==> config.mk <==
export PLATFORM = sky130hd
export DESIGN_NAME = pong_match_ctrl
export DESIGN_NICKNAME = d
export VERILOG_FILES = /design/src/rtl/pong_pkg.sv /design/src/rtl/btn_edge.sv /design/src/rtl/pong_match_ctrl.sv
export SDC_FILE = /design/constraint.sdc
export NUM_CORES = 1
export LEC_CHECK = 0
export BUFFER_PORTS_ARGS = -buffer_cell sky130_fd_sc_hd__buf_2
export CORE_MARGIN = 4
export CORE_UTILIZATION = 60
export CTS_BUF_LIST = sky130_fd_sc_hd__clkbuf_4 sky130_fd_sc_hd__clkbuf_8 sky130_fd_sc_hd__clkbuf_16
export DETAILED_ROUTE_END_ITERATION = 7
export PLACE_DENSITY = 0.84
export SLEW_MARGIN = 20
export SYNTH_ARGS = -nofsm -noshare
export SYNTH_HDL_FRONTEND = slang
export SYNTH_SLANG_ARGS = --single-unit
==> constraint.sdc <==
create_clock -name clk -period 5.1 [get_ports clk]
set_input_delay 0.255 -clock clk [delete_from_list [all_inputs] [get_ports clk]]
set_output_delay 0.255 -clock clk [all_outputs]
set_load 0.05 [all_outputs]
==> src/rtl/pong_pkg.sv <==
// Shared types and defaults for the Pong match sequencer.
package pong_pkg;

  typedef enum logic [2:0] {
    IDLE  = 3'd0,
    SERVE = 3'd1,
    PLAY  = 3'd2,
    POINT = 3'd3,
    PAUSE = 3'd4,
    OVER  = 3'd5
  } phase_t;

  localparam int WIN_SCORE_DEF    = 5;
  localparam int SERVE_FRAMES_DEF = 120;
  localparam int HOLD_FRAMES_DEF  = 60;

  // Frame counter width, never below one bit.
  function automatic int cnt_w(input int a, input int b);
    int m;
    m = (a > b) ? a : b;
    return (m > 1) ? $clog2(m) : 1;
  endfunction

endpackage

==> src/rtl/btn_edge.sv <==
// Registered rising-edge detector for a debounced button level.
module btn_edge (
  input  logic clk,
  input  logic reset,
  input  logic btn,
  output logic rise
);

  logic prev;

  always_ff @(posedge clk or posedge reset) begin
    if (reset) begin
      prev <= 1'b0;
      rise <= 1'b0;
    end else begin
      prev <= btn;
      rise <= btn & ~prev;
    end
  end

endmodule

==> src/rtl/pong_match_ctrl.sv <==
// Pong match sequencer: game phase FSM, frame counter and scores.
module pong_match_ctrl
  import pong_pkg::*;
#(
  parameter int WIN_SCORE    = WIN_SCORE_DEF,
  parameter int SERVE_FRAMES = SERVE_FRAMES_DEF,
  parameter int HOLD_FRAMES  = HOLD_FRAMES_DEF,
  parameter int SCORE_W      = 4
) (
  input  logic               clk,
  input  logic               reset,
  input  logic               frame_tick,
  input  logic               start_btn,
  input  logic               pause_btn,
  input  logic               goal_left,
  input  logic               goal_right,
  output logic               ball_run,
  output logic               ball_center,
  output logic               serve_dir,
  output logic [SCORE_W-1:0] score_l,
  output logic [SCORE_W-1:0] score_r,
  output logic [2:0]         phase,
  output logic               game_over,
  output logic               winner
);

  localparam int CW = cnt_w(SERVE_FRAMES, HOLD_FRAMES);
  localparam logic [CW-1:0] SERVE_LD = CW'(SERVE_FRAMES - 1);
  localparam logic [CW-1:0] HOLD_LD  = CW'(HOLD_FRAMES - 1);
  localparam logic [SCORE_W-1:0] WIN = SCORE_W'(WIN_SCORE);

  phase_t        state;
  logic [CW-1:0] cnt;
  logic          start_rise;
  logic          pause_rise;

  btn_edge u_start (
    .clk   (clk),
    .reset (reset),
    .btn   (start_btn),
    .rise  (start_rise)
  );

  btn_edge u_pause (
    .clk   (clk),
    .reset (reset),
    .btn   (pause_btn),
    .rise  (pause_rise)
  );

  assign phase = state;

  always_ff @(posedge clk or posedge reset) begin
    if (reset) begin
      state       <= IDLE;
      cnt         <= '0;
      ball_run    <= 1'b0;
      ball_center <= 1'b0;
      serve_dir   <= 1'b1;
      score_l     <= '0;
      score_r     <= '0;
      game_over   <= 1'b0;
      winner      <= 1'b0;
    end else begin
      ball_center <= 1'b0;
      unique case (state)
        IDLE: begin
          if (start_rise) begin
            state       <= SERVE;
            ball_center <= 1'b1;
            serve_dir   <= 1'b1;
            cnt         <= SERVE_LD;
          end
        end
        SERVE: begin
          if (frame_tick) begin
            if (cnt == '0) begin
              state    <= PLAY;
              ball_run <= 1'b1;
            end else begin
              cnt <= cnt - 1'b1;
            end
          end
        end
        PLAY: begin
          // goal_right outranks goal_left; any goal outranks pause
          if (goal_right) begin
            score_l   <= score_l + 1'b1;
            serve_dir <= 1'b0;
            state     <= POINT;
            ball_run  <= 1'b0;
            cnt       <= HOLD_LD;
          end else if (goal_left) begin
            score_r   <= score_r + 1'b1;
            serve_dir <= 1'b1;
            state     <= POINT;
            ball_run  <= 1'b0;
            cnt       <= HOLD_LD;
          end else if (pause_rise) begin
            state    <= PAUSE;
            ball_run <= 1'b0;
          end
        end
        POINT: begin
          if (score_l == WIN || score_r == WIN) begin
            state     <= OVER;
            game_over <= 1'b1;
            winner    <= (score_r == WIN);
          end else if (frame_tick) begin
            if (cnt == '0) begin
              state       <= SERVE;
              ball_center <= 1'b1;
              cnt         <= SERVE_LD;
            end else begin
              cnt <= cnt - 1'b1;
            end
          end
        end
        PAUSE: begin
          if (pause_rise) begin
            state    <= PLAY;
            ball_run <= 1'b1;
          end
        end
        OVER: begin
          if (start_rise) begin
            state       <= SERVE;
            game_over   <= 1'b0;
            score_l     <= '0;
            score_r     <= '0;
            ball_center <= 1'b1;
            serve_dir   <= 1'b1;
            cnt         <= SERVE_LD;
          end
        end
        default: state <= IDLE;
      endcase
    end
  end

endmodule

==> flow_summary_export.csv <==
group,metric,value,unit
status,status,"finished with violations",
status,violations,"hold timing",
logic_synthesis,yosysMostFrequentCell,"dfrtp_1",
placement,routabilityCongestion,0.824,
timing,min_period,2390,ps
logic_synthesis,ys.flop_type,"dfrtp_1",
clock_tree,cts.sinks,27,
power,power_frac_seq,38.0,%
final_layout,finalInstanceArea,1640,um2
clock_tree,htree_levels,1,
job,cap_violations,0,
clock_tree,cts_hold_buf,0,
die,rows,17,
die,core-area,2300,um2
power,power,1040,uW
final_layout,area_growth,9.82,%
worst_setup_path,end_kind,"flip-flop",
worst_setup_path,max_stage_delay,470,ps
final_layout,drive_gt1_share,20.6,%
timing,timing.hold.ws,-4.82,ps
power,p_clk_share,8.6,%
placement,dp_hpwl,2340,um
routing,drc,0,
logic_synthesis,ys_seq_area_share,45.4,%
global_routing,grt_use_total,20.5,%
timing,slew_headroom,38.2,%
clock_tree,clk_latency,320,ps
global_routing,grt_pass1_wl,5330,um
worst_setup_path,worstPathCellList,"inv_1 > ha_1 > or3b_1 > nor4_4 > o32ai_2 > nor3_2 > mux2_1",
power,leakagePower,0.000760,uW
timing,fin_crit_sh,46.8,%
placement,port_buffers,22,
worst_setup_path,cp_max_fo,6,
clock_tree,cts.clk_slew.worst_paths,140,ps
timing,skew,6.95,ps
logic_synthesis,ys_types,47,
die,die_w,57.8,um
power,power_density,633,nW/um2
routing,routed_via_density,5.99,
worst_setup_path,worst-endpoint-arrival,2600,ps
global_routing,grt_overflow,0,
logic_synthesis,synth.largest_area_cell,"dfrtp_1",
timing,grt_setup_unrepaired,"no",
hold_path,hold_class,"in2async",
logic_synthesis,syn_inst,153,
timing,fmax,419,MHz
routing,drtPass1Iterations,4,
clock_tree,clock_path_buffers,2,
worst_setup_path,cp-start-kind,"flip-flop",
power,switchingPower,526,uW
timing,fin_setup_tns,0,ps
routing,dr.first_iter.drc_count,46,
placement,placed_cell_area,1610,um2
routing,avgRoutedWirePerCell,15.0,um
clock_tree,cts_inserted_buffers,3,
die,initial_core_util,64.9,%
logic_synthesis,synth-seq-cells,27,
global_routing,grt_pass1_vias,1126,
global_routing,antenna_found_initial,0,
timing,finalSetupViolCount,0,
power,swShare,50.8,%
timing,worstMarginPinSlew,922,ps
die,dieArea,3340,um2
worst_setup_path,worstSetupPathType,"reg2reg",
logic_synthesis,synthTopCellsByCount,"26 x dfrtp_1, 12 x nand2_1, 12 x nor2_1, 11 x o21ai_0, 10 x a21oi_1",
power,internal-power,510,uW
routing,routed_wl,3040,um
die,die_y,57.8,um
logic_synthesis,synthesis.nets,165,
logic_synthesis,synth-warning-count,0,
power,pwr-share-comb,53.4,%
clock_tree,cts_tree,"built",
worst_setup_path,cp_slowest_cell,"or3b_1",
clock_tree,post_cts_buffers,0,
timing,hold_viol,11,
logic_synthesis,netlist_area,1490,um2
final_layout,num_antenna_cells,0,
timing,slew_violations,0,
die,ios,23,
logic_synthesis,synth_edf_count,0,
power,ir_drop,0.474,mV
routing,num_vias,1215,
clock_tree,cts_resized,0,
clock_tree,cts_root_buf,"clkbuf_4",
logic_synthesis,yosys.area.top_type_share,43.7,%
logic_synthesis,synth.area.top_cells,"dfrtp_1 44%, ha_1 4.2%, o21ai_0 3.7%",
final_layout,final_nets,188,
logic_synthesis,synth_area_per_cell,9.74,um2
routing,postRouteAntennaNets,0,
logic_synthesis,async_reset_ff_share,100,%
global_routing,grt_max_degree,28,
worst_setup_path,required,5310,ps
[cells by family after synthesis]
family / after synthesis / share of synthesized area (%)
mux: 2 / 1.51
compound gates: 38 / 17.0
fa+ha+maj: 5 / 4.20
flops: 27 / 45.4
simple gates: 65 / 26.0
xor+xnor: 3 / 1.76
buf+inv: 13 / 4.03
[final timing paths]
path / slack, ps / depth (start not counted) / endpoint / from
worst max-delay path: 2710 / 7 / phase[2]$_DFFE_PP0P_ / cnt[0]$_DFFE_PP0P_
worst min-delay path: -5 / 2 / u_start.prev$_DFF_PP0_ / reset
worst max register to register: 2710 / 7 / phase[2]$_DFFE_PP0P_ / cnt[0]$_DFFE_PP0P_
worst min register to register: 400 / 1 / u_pause.rise$_DFF_PP0_ / u_pause.prev$_DFF_PP0_
max in group asynchronous: 4670 / 2 / phase[2]$_DFFE_PP0P_ / reset
min in group clk: 40 / 1 / u_start.prev$_DFF_PP0_ / start_btn
[layout by cell type (no fill, tap or decap), drive strengths merged, types with 4 or more instances in the layout]
cell type  instances
nand3              7
inv                8
nor2b              6
ha                 5
buf               22
nor2              12
nand2             12
nand3b             4
nor3               4
or3                5
dfrtp             26
a21oi             10
nand2b             4
o21ai             11
[registers in the layout (all words and copies together), names as in the netlist]
| name | flops |
|---|---|
| ball_center | 1 |
| ball_run | 1 |
| cnt | 7 |
| game_over | 1 |
| phase | 3 |
| score_l | 4 |
| score_r | 4 |
| serve_dir | 1 |
| u_pause.prev | 1 |
| u_pause.rise | 1 |
| u_start.prev | 1 |
| u_start.rise | 1 |
| winner | 1 |
[metrics by stage]
step           setup WS, ps  cells  utilization, %
3_3_place_gp           2900    199            70.0
5_1_grt                2600    203            71.2
4_1_cts                2710    203            71.2
6_report               2710    203            71.2
3_5_place_dp           2730    199            70.0
2_1_floorplan          2960    153               -
[power groups by stage]
stage	Sequential (uW)	Clock, uW	Combinational [uW]
floorplan	527	0	299
global placement	391	0	534
detailed placement	397	0	553
CTS	393	91.7	554
global route	411	106	606
finish	394	89.1	553
[critical path: cells and delay by family, from the launching register on]
family | cells | cell delay (ps)
fa+ha+maj | 1 | 180
compound gates | 1 | 160
flops | 1 | 430
buf+inv | 1 | 80
simple gates | 3 | 1070
mux | 1 | 360
[cell type report]
| cell class | count | area, um2 |
|---|---|---|
| Clock buffer | 3 | 22.5 |
| Clock inverter | 1 | 5.00 |
| Fill cell | 170 | 661 |
| Inverter | 9 | 33.8 |
| Multi-Input combinational cell | 113 | 753 |
| Sequential cell | 27 | 677 |
| Tap cell | 28 | 35.0 |
| Timing Repair Buffer | 22 | 110 |
[layer usage]
metal | vias to the layer above | track usage (%) | part of all wire (%)
met2 | 46 | 31.6 | 48
met4 | 0 | 8.61 | 2.7
li1 | 591 | - | -
met5 | - | 0 | 0
met3 | 12 | 3.79 | 5.2
met1 | 566 | 28.4 | 44
Power figures use the tool's default switching activity.
